### config.mk
export PLATFORM = sky130hd
export DESIGN_NAME = cpu_cu
export DESIGN_NICKNAME = d
export VERILOG_FILES = /design/src/rtl/cpu_cu.sv
export SDC_FILE = /design/constraint.sdc
export NUM_CORES = 1
export LEC_CHECK = 0
export BUFFER_PORTS_ARGS = -buffer_cell sky130_fd_sc_hd__buf_2
export CAP_MARGIN = 20
export CORE_MARGIN = 4
export CORE_UTILIZATION = 44
export CTS_CLUSTER_DIAMETER = 100
export DETAILED_ROUTE_END_ITERATION = 12
export GPL_ROUTABILITY_DRIVEN = 0
export GPL_TIMING_DRIVEN = 0
export PLACE_DENSITY_LB_ADDON = 0.1
export SLEW_MARGIN = 20
export SYNTH_ARGS = -nofsm -noshare
export SYNTH_HDL_FRONTEND = slang
export SYNTH_SLANG_ARGS = --single-unit
### constraint.sdc
create_clock -name clock -period 2.15 [get_ports clock]
set_input_delay 0.1075 -clock clock [delete_from_list [all_inputs] [get_ports clock]]
set_output_delay 0.1075 -clock clock [all_outputs]
set_load 0.05 [all_outputs]
### src/rtl/cpu_cu.sv
// cpu_cu: fetch/decode/execute control unit for the CPU.
// Drives the execution unit's PC, IR, address-mux, register-file, S-mux and ALU controls,
// plus the RAM write strobe. Every instruction takes FETCH, DECODE and one EXEC cycle.
// Strobes are registered (computed from the next state) and forced low while reset is high.
// Register addresses and Alu_Op are decoded from IR_In in every state.
// Optional feature macro: CPU_CU_SINGLE_STEP_EN adds a `step` input. Each EXEC state then
// parks in STEP_WAIT until a rising edge on `step`.
module cpu_cu (
  input  logic        clock,
  input  logic        reset,
  input  logic [15:0] IR_In,
  input  logic        carry,
  input  logic        N,
  input  logic        Z,
`ifdef CPU_CU_SINGLE_STEP_EN
  input  logic        step,
`endif
  output logic        pc_inc,
  output logic        pc_ld,
  output logic        pc_sel,
  output logic        adr_sel,
  output logic        ir_ld,
  output logic        S_Sel,
  output logic        W_En,
  output logic        mem_we,
  output logic [3:0]  Alu_Op,
  output logic [2:0]  W_Adr,
  output logic [2:0]  R_Adr,
  output logic [2:0]  S_Adr,
  output logic [3:0]  state,
  output logic        halted,
  output logic        illegal
);

  typedef enum logic [3:0] {
    StFetch    = 4'h0,
    StDecode   = 4'h1,
    StExecAlu  = 4'h2,
    StExecLd   = 4'h3,
    StExecSt   = 4'h4,
    StExecBr   = 4'h5,
    StExecJr   = 4'h6,
    StHalt     = 4'h7,
    StStepWait = 4'h8
  } state_e;

  localparam logic [3:0] OpNop = 4'h0;
  localparam logic [3:0] OpLd  = 4'h1;
  localparam logic [3:0] OpSt  = 4'h2;
  localparam logic [3:0] OpBr  = 4'h3;
  localparam logic [3:0] OpJr  = 4'h4;
  localparam logic [3:0] OpHlt = 4'h7;

  state_e     state_q, state_d;
  logic [2:0] flags_q;  // {Cf, Nf, Zf}
  logic       illegal_q, illegal_d;

  logic pc_inc_q, pc_ld_q, pc_sel_q, adr_sel_q, ir_ld_q, s_sel_q, w_en_q, mem_we_q;
  logic pc_inc_d, pc_ld_d, pc_sel_d, adr_sel_d, ir_ld_d, s_sel_d, w_en_d, mem_we_d;

  logic [3:0] op;
  logic [3:0] cond;
  logic       is_alu;
  logic       cond_ok;
  logic       step_go;
  state_e     exec_next;

  assign op     = IR_In[15:12];
  assign cond   = IR_In[11:8];
  assign is_alu = IR_In[15];

  // Offset bits are consumed by the EU's PC adder; the low bits have no use here.
  logic unused_ir;
  assign unused_ir = ^IR_In[2:0];

`ifdef CPU_CU_SINGLE_STEP_EN
  logic step_q;
  assign step_go   = step & ~step_q;
  assign exec_next = StStepWait;
`else
  assign step_go   = 1'b1;
  assign exec_next = StFetch;
`endif

  // Branch condition evaluated against the latched flags only, never the live ALU flags.
  function automatic logic cond_holds(input logic [3:0] c, input logic [2:0] f);
    logic r;
    case (c)
      4'h0:    r = 1'b1;
      4'h1:    r = f[0];
      4'h2:    r = ~f[0];
      4'h3:    r = f[1];
      4'h4:    r = ~f[1];
      4'h5:    r = f[2];
      4'h6:    r = ~f[2];
      default: r = 1'b0;
    endcase
    return r;
  endfunction

  assign cond_ok = cond_holds(cond, flags_q);

  // Next-state and sticky illegal-opcode decode.
  always_comb begin
    state_d   = state_q;
    illegal_d = illegal_q;
    unique case (state_q)
      StFetch:  state_d = StDecode;
      StDecode: begin
        if (is_alu) begin
          state_d = StExecAlu;
        end else begin
          unique case (op)
            OpNop:   state_d = StExecBr;  // NOP reuses the branch slot with pc_ld held low
            OpLd:    state_d = StExecLd;
            OpSt:    state_d = StExecSt;
            OpBr:    state_d = StExecBr;
            OpJr:    state_d = StExecJr;
            OpHlt:   state_d = StHalt;
            default: begin
              state_d   = StHalt;
              illegal_d = 1'b1;
            end
          endcase
        end
      end
      StExecAlu, StExecLd, StExecSt, StExecBr, StExecJr: state_d = exec_next;
      StHalt:     state_d = StHalt;
      StStepWait: state_d = step_go ? StFetch : StStepWait;
      default:    state_d = StFetch;
    endcase
  end

  // Strobe values for the state being entered, so the registered outputs line up with it.
  always_comb begin
    pc_inc_d  = (state_d == StFetch);
    ir_ld_d   = (state_d == StFetch);
    adr_sel_d = (state_d == StExecLd) || (state_d == StExecSt);
    s_sel_d   = (state_d == StExecLd);
    w_en_d    = (state_d == StExecAlu) || (state_d == StExecLd);
    mem_we_d  = (state_d == StExecSt);
    pc_sel_d  = (state_d == StExecJr);
    pc_ld_d   = (state_d == StExecJr) ||
                ((state_d == StExecBr) && !is_alu && (op == OpBr) && cond_ok);
  end

  // State, flags, sticky illegal and registered strobes; reset parks the FSM in FETCH.
  always_ff @(posedge clock) begin
    if (reset) begin
      state_q   <= StFetch;
      flags_q   <= 3'b000;
      illegal_q <= 1'b0;
      pc_inc_q  <= 1'b1;
      ir_ld_q   <= 1'b1;
      adr_sel_q <= 1'b0;
      s_sel_q   <= 1'b0;
      w_en_q    <= 1'b0;
      mem_we_q  <= 1'b0;
      pc_sel_q  <= 1'b0;
      pc_ld_q   <= 1'b0;
    end else begin
      state_q   <= state_d;
      illegal_q <= illegal_d;
      if (state_q == StExecAlu) begin
        flags_q <= {carry, N, Z};
      end
      pc_inc_q  <= pc_inc_d;
      ir_ld_q   <= ir_ld_d;
      adr_sel_q <= adr_sel_d;
      s_sel_q   <= s_sel_d;
      w_en_q    <= w_en_d;
      mem_we_q  <= mem_we_d;
      pc_sel_q  <= pc_sel_d;
      pc_ld_q   <= pc_ld_d;
    end
  end

`ifdef CPU_CU_SINGLE_STEP_EN
  // Step edge-detector history; cleared by reset so a stale level cannot count as an edge.
  always_ff @(posedge clock) begin
    if (reset) begin
      step_q <= 1'b0;
    end else begin
      step_q <= step;
    end
  end
`endif

  // Write/load strobes are masked by reset so an aborted instruction never commits.
  assign pc_inc  = pc_inc_q & ~reset;
  assign pc_ld   = pc_ld_q & ~reset;
  assign ir_ld   = ir_ld_q & ~reset;
  assign W_En    = w_en_q & ~reset;
  assign mem_we  = mem_we_q & ~reset;
  assign pc_sel  = pc_sel_q;
  assign adr_sel = adr_sel_q;
  assign S_Sel   = s_sel_q;

  // Datapath selects follow IR_In continuously so the EU settles before EXEC.
  assign Alu_Op = is_alu ? {1'b0, IR_In[14:12]} : 4'h0;
  assign W_Adr  = IR_In[11:9];
  assign R_Adr  = IR_In[8:6];
  assign S_Adr  = (!is_alu && (op == OpJr)) ? IR_In[8:6] : IR_In[5:3];

  assign state   = state_q;
  assign halted  = (state_q == StHalt);
  assign illegal = illegal_q;

endmodule

==> run_results.csv, run 1 <==
group,metric,value,unit
run_status,status,"finished clean",
logic_synthesis,ys_seq_area_share,36.4,%
sta,final_max_slew_viol_count,0,
clock_tree,clkLatencyLatePin,270,ps
setup_path,worstSetupStartpointType,"input pin",
sta,hold_violations,0,
sta,setup_tns,0,ps
power,clkPwrFrac,26.0,%
setup_path,worstPathMaxFanout,7,
placed_design,placed_cell_area,998,µm²
placed_design,post-place-cells,144,
finish,fin_cells,148,
logic_synthesis,syn_area,769,µm²
sta,tightest_slew,630,ps
global_routing,grt_overflow,0,
floorplanning,start_util,48.8,%
setup_path,reg2reg_to,"pc_ld_q",
placed_design,dp_slack,573,ps
setup_path,path_class,"input pin to output pin",
clock_tree,cts_setup_buffers,0,
setup_path,crit_arrival,1460,ps
drt,routed_wirelength,1.84,mm
placed_design,portBuffers,41,
logic_synthesis,synth_top_area_cell,"dfxtp_1",
setup_path,critPathTopFamily,"simple AND/OR/NAND/NOR gates",
finish,fin_nets,154,
power,powerDensity,686,mW/mm²
clock_tree,holdBufCountCts,0,
global_routing,grt_first_pass_wirelength,3.22,mm
sta,min_period,1570,ps
floorplanning,core,0.00158,mm²
clock_tree,clkTransAtPathRegs,80,ps
setup_path,critPathCapture,"S_Adr[0]",
logic_synthesis,synth_warnings,0,
logic_synthesis,syn_area_per_cell,8.95,µm²
logic_synthesis,ys_ff_latch,14,
drt,via_count,729,
drt,ant_nets,0,
power,p_leak,0.512,nW
sta,max_freq,637,MHz
clock_tree,cts_sinks,14,
floorplanning,dieArea,0.00248,mm²
finish,fin_area,0.00103,mm²
setup_path,slowest_delay,590,ps
clock_tree,htree_num_levels,1,
power,seqPwrFrac,40.3,%
drt,dr.pass1.iters,4,
power,combPwrFrac,33.7,%
finish,drive_gt1_share,48.5,%
setup_path,cp.required,2040,ps
power,p_switching,0.258,mW
setup_path,crit_start,"IR_In[13]",
drt,drt_iter0_markers,5,
logic_synthesis,synth.distinct_cells,35,
global_routing,grt_max_degree,11,
drt,routedWlPerCell,12.4,µm
clock_tree,ctsResizeCount,0,
clock_tree,cts_buffers,3,
logic_synthesis,synth_cells,86,
setup_path,worstPathCellList,"buf_4 -> nor4b_1 -> mux2_2 -> buf_2",
setup_path,crit_cells,4,
finish,syn_to_final_growth,34.5,%
drt,drc,0,
global_routing,grt_use_total,16.1,%
logic_synthesis,netlist_top_cells_area,"dfxtp_1 (36%), buf_4 (9.8%), mux2_2 (4.4%)",
power,ir_drop,0.555,mV
floorplanning,ios,48,
power,switching_share,36.4,%
logic_synthesis,synth_top_area_share,36.4,%
clock_tree,max-clock-path-buffers,2,
sta,fin_worst_skew,0.769,ps
sta,setup_ws,579,ps
setup_path,critical_path_buf_inv_count,2,
setup_path,timing.rr.start,"state[0]",
global_routing,antenna_found_initial,0,
floorplanning,dieHeight,49.8,µm
setup_path,critical_path.slowest_cell,"nor4b_1",
sta,rsz0062_at_grt,"false",
job,cap_violations,0,
sta,maxSlewHeadroom,57.4,%
clock_tree,root_buffer,"clkbuf_4",
clock_tree,tritoncts,"yes",
min_path,min_path_type,"input pin to flop",
global_routing,grt_pass1_vias,771,
floorplanning,rows,14,
setup_path,regToRegSetupSlack,700,ps
sta,finalCritPeriodShare,73.1,%
setup_path,worstSetupEndpointType,"output pin",
drt,drt-vias-per-instance,4.93,
power,p_int,0.452,mW
sta,setup_viol,0,
floorplanning,die_w,49.8,µm
setup_path,reg2reg_depth,5,
finish,antenna_cells,0,
placed_design,dpl.hpwl,1.47,mm
-- cell usage after synthesis --
library cell and count:
nor3_1 2, nor2b_1 5, clkbuf_1 1, mux2i_1 3
nand3b_1 1, or2_1 1, nor2_1 7, and2_1 4
nand4_1 1, o21bai_1 1, a21oi_1 4, xnor2_1 1
nor4b_1 1, nor4b_2 1, o31a_1 1, o21ai_2 2
xor2_1 1, nand2_1 4, a31oi_1 1, a311oi_1 1
nor4_2 1, o311ai_2 1, nor3b_1 2, nand3_1 2
inv_2 1, a2bb2oi_1 1, buf_4 10, and3_1 1
inv_1 2, mux2_2 3, nand2b_1 1, nor4_1 2
or3_1 1, conb_1 1, dfxtp_1 14
-- registers in the layout, summed over array words and instances (netlist names) --
name      flops
S_Sel         1
adr_sel       1
flags_q       3
illegal       1
ir_ld_q       1
mem_we_q      1
pc_ld_q       1
pc_sel        1
state         3
w_en_q        1
-- metrics by stage --
stage                     total power [mW]  hold slack (ps)  util (%)
after global placement               0.527              344      63.3
after floorplan                      0.471              182         -
after global routing                 0.755              100      65.6
after detailed placement             0.532              358      63.3
final                                0.710             70.3      65.6
after CTS                            0.719             68.5      65.6
-- final cells by class --
class | instances | area [µm²]
Buffer | 11 | 78.8
Clock buffer | 4 | 36.3
Multi-Input combinational cell | 59 | 403
Fill cell | 158 | 542
Inverter | 3 | 11.3
Timing Repair Buffer | 41 | 205
Sequential cell | 14 | 280
Tap cell | 16 | 20.0
-- per-layer routing --
layer	GRT usage (%)	wire length, µm
met4	1.38	0
met1	18.2	737
met2	29.5	966
met5	0	0
met3	6.02	137
-- power groups by stage --
stage / clock network (mW) / registers (mW) / logic [mW]
3_3_place_gp: 0 / 0.291 / 0.236
4_1_cts: 0.193 / 0.286 / 0.240
2_1_floorplan: 0 / 0.321 / 0.151
5_1_grt: 0.209 / 0.289 / 0.257
3_5_place_dp: 0 / 0.292 / 0.240
6_report: 0.185 / 0.286 / 0.239
-- logic make-up (layout without fill, tap and decap cells) --
| group | Yosys count | after routing | share of synthesized area [%] |
|---|---|---|---|
| compound gates | 12 | 12 | 12.2 |
| xor+xnor | 2 | 2 | 2.28 |
| buf+inv | 14 | 59 | 11.7 |
| flops | 14 | 14 | 36.4 |
| mux | 6 | 6 | 8.29 |
| other cells | 1 | 2 | 0.487 |
| simple gates | 37 | 37 | 28.6 |
-- worst min-delay path by stage --
stage	slack, ps	from	endpoint	cells past startpoint
2_1_floorplan	180	reset	pc_sel	1
3_3_place_gp	340	Z	flags_q[0]	3
3_5_place_dp	360	carry	flags_q[2]	3
4_1_cts	70	carry	flags_q[2]	3
5_1_grt	100	carry	flags_q[2]	3
6_report	70	carry	flags_q[2]	3
-- cells in the final DEF, fill, tap and decap left out, types with 2 or more instances in the layout --
master	instances
buf_4	10
clkbuf_4	3
inv_1	2
nand2_1	4
a21oi_1	4
conb_1	2
nor3b_1	2
nor4_1	2
nor2b_1	5
nor3_1	2
mux2_2	3
mux2i_1	3
and2_1	4
dfxtp_1	14
nand3_1	2
o21ai_2	2
buf_2	41
nor2_1	7
-- worst register-to-register path, cell delays in order (launching register included) --
cell and delay (ps):
dfxtp_1 470, inv_2 60, o311ai_2 450, nand2_1 120, nor4_2 180, or2_1 140
No activity file was read; power rests on OpenSTA's default activity.
==> run 2, diff against run 1 <==
--- a/config.mk
+++ b/config.mk
@@ -5,10 +5,12 @@
 export SDC_FILE = /design/constraint.sdc
 export NUM_CORES = 1
 export LEC_CHECK = 0
+export ABC_AREA = 1
 export BUFFER_PORTS_ARGS = -buffer_cell sky130_fd_sc_hd__buf_2
 export CAP_MARGIN = 20
+export CORE_ASPECT_RATIO = 1.4
 export CORE_MARGIN = 4
-export CORE_UTILIZATION = 44
+export CORE_UTILIZATION = 43
 export CTS_CLUSTER_DIAMETER = 100
 export DETAILED_ROUTE_END_ITERATION = 12
 export GPL_ROUTABILITY_DRIVEN = 0
==> constraint.sdc (replaced) <==
create_clock -name clock -period 1.5 [get_ports clock]
set_input_delay 0.075 -clock clock [delete_from_list [all_inputs] [get_ports clock]]
set_output_delay 0.075 -clock clock [all_outputs]
set_load 0.05 [all_outputs]
==> run 2 against run 1 <==
Against the previous run:
- worst hold slack lost 39 ps
- combinational power rose by 50%
- clock skew is 1.7 ps higher
- critical endpoint is now halted
- sequential power grew 44%
- core utilization decreased by 3.6 points
- final cell count up 32%
- design area up 8.1%
- non-clock buffer count shrank 1
==> run_results.csv, run 2 <==
group,metric,value,unit
logic_synthesis,synth_top_family_by_area,"simple AND/OR/NAND/NOR gates",
setup_path,crit_arrival,1250,ps
drt,via_count,874,
finish,syn_to_final_growth,33.0,%
placed_design,dpl.hpwl,1.57,mm
drt,drc,0,
global_routing,grt_max_degree,10,
clock_tree,max-clock-path-buffers,2,
logic_synthesis,synth_warnings,0,
global_routing,grt_util_met1,16.4,%
finish,final_cell_mix,"buf_2 (41), nand2_1 (30), inv_1 (22)",
logic_synthesis,synth_top_area_share,33.3,%
logic_synthesis,synth.distinct_cells,16,
global_routing,antenna_found_initial,0,
logic_synthesis,synth_flop_cell,"dfxtp_1",
drt,routed_wirelength,1.84,mm
drt,drt-vias-per-instance,4.48,
logic_synthesis,yosys-top-cells-count,"nand2_1 (30), inv_1 (23), dfxtp_1 (14), nor2_1 (12), buf_4 (10)",
sta,setup_ws,175,ps
sta,final_max_slew_viol_count,0,
logic_synthesis,netlist_top_cells_area,"dfxtp_1 (33%), nand2_1 (13%), inv_1 (10%)",
clock_tree,htree_num_levels,1,
global_routing,grt_use_total,15.1,%
setup_path,worstPathCellList,"nand3_1 -> clkinvlp_4 -> buf_2",
logic_synthesis,syn_area,841,µm²
logic_synthesis,synth_top_area_cell,"dfxtp_1",
sta,min_period,1330,ps
logic_synthesis,ys_seq_area_share,33.3,%
logic_synthesis,ys_ff_latch,14,
floorplanning,start_util,46.7,%
logic_synthesis,async_flop_share,0,%
global_routing,grt_pass1_vias,824,
run_status,status,"finished clean",
finish,final_common_cell,"buf_2",
global_routing,grt_overflow,0,
clock_tree,clkLatencyLatePin,270,ps
sta,fin_worst_skew,2.47,ps
clock_tree,tritoncts,"yes",
logic_synthesis,synth_compound_area_share,6.99,%
setup_path,timing.rr.start,"state[0]",
logic_synthesis,synth.most_common_cell,"nand2_1",
logic_synthesis,synth-simple-area-share,36.0,%
setup_path,crit_start,"state[0]",
clock_tree,cts_setup_buffers,0,
placed_design,portBuffers,41,
sta,finalCritPeriodShare,88.4,%
clock_tree,clkTransAtPathRegs,80,ps
clock_tree,ctsResizeCount,0,
clock_tree,cts_buffers,3,
floorplanning,dieArea,0.00274,mm²
job,cap_violations,0,
setup_path,cp.required,1420,ps
global_routing,grt_first_pass_wirelength,3.17,mm
logic_synthesis,synth_cells,129,
floorplanning,dieHeight,60.3,µm
logic_synthesis,synthAdderAreaFrac,0,%
placed_design,dp_slack,320,ps
logic_synthesis,synth-xor-area-share,0,%
setup_path,worstSetupEndpointType,"output pin",
min_path,min-delay-start,"reset",
power,p_leak,0.658,nW
drt,routedWlPerCell,9.42,µm
floorplanning,ios,48,
setup_path,worstSetupStartpointType,"flop",
finish,antenna_cells,0,
sta,setup_viol,0,
clock_tree,holdBufCountCts,0,
finish,final_util,62.1,%
sta,hold_violations,0,
power,powerDensity,925,mW/mm²
sta,rsz0062_at_grt,"false",
setup_path,worstPathMaxFanout,6,
drt,dr.pass1.iters,5,
setup_path,path_class,"flop to output pin",
power,power,1.04,mW
floorplanning,rows,18,
global_routing,grt.met3_usage,3.01,%
sta,max_freq,755,MHz
logic_synthesis,syn_area_per_cell,6.52,µm²
floorplanning,die_w,45.4,µm
finish,fin_nets,197,
drt,drt_iter0_markers,14,
global_routing,top_usage_layer,"met2",
clock_tree,cts_sinks,14,
logic_synthesis,synth_enable_flop_cells,0,
sta,setup_tns,0,ps
power,ir_drop,0.771,mV
setup_path,critical_path.slowest_cell,"dfxtp_2",
finish,drive_gt1_share,44.0,%
drt,ant_nets,0,
logic_synthesis,muxShareOfSynthArea,2.68,%
global_routing,use_met2,29.6,%
floorplanning,core,0.00180,mm²
setup_path,slowest_delay,390,ps
clock_tree,root_buffer,"clkbuf_4",
min_path,min_path_type,"input pin to flop",
[run 2: changes by cell type after synthesis, moves of 4 or more]
cell / change
nand3_1: +6
nor2_1: +5
o21ai_0: +5
nor2b_1: -5
nand2_1: +26
and2_1: -4
inv_1: +21
nor2_2: +7
nand2_2: +4
[run 2: through the flow]
stage | cells | hold slack [ps] | area [µm²]
2_1_floorplan | 130 | 238 | 852
3_3_place_gp | 191 | 322 | 1080
3_5_place_dp | 191 | 320 | 1080
4_1_cts | 195 | 26.5 | 1120
5_1_grt | 195 | 40.3 | 1120
6_report | 195 | 30.9 | 1120
[run 2: logic make-up after synthesis]
family          count (synthesis)
compound gates                 11
buf+inv                        36
flops                          14
mux                             2
other cells                     1
simple gates                   65
[run 2: final cells by class]
type / instances / area (µm²)
timing repair buffer: 41 / 205
buffer: 10 / 75.1
multi-input combinational: 80 / 392
sequential: 14 / 284
fill: 172 / 683
inverter: 26 / 101
clock buffer: 4 / 36.3
tap: 20 / 25.0
[run 2: routing by layer]
layer  share of wire [%]  vias to the layer above
met2                  51                       28
met4                0.33                        0
met5                   0                        -
li1                    -                      470
met3                 9.3                        2
met1                  40                      374
[run 2: worst max-delay path, delay by kind of cell (launching register included)]
family                 cells  cell delay [ps]
flip-flops                 1              390
AND/OR/NAND/NOR            1              190
buffers and inverters      2              400
[run 2: report_power, final]
group          internal (mW)  total (mW)  switching, mW
logic                  0.102       0.358          0.256
clock network          0.147       0.265          0.117
registers              0.397       0.412         0.0154
total                  0.646        1.04          0.389
[run 2: worst paths after layout]
path | slack [ps] | cells after the start | endpoint
worst max-delay path | 170 | 3 | halted
worst min register to register | 450 | 2 | illegal
worst max register to register | 320 | 6 | adr_sel
worst min-delay path | 30 | 2 | state[0]
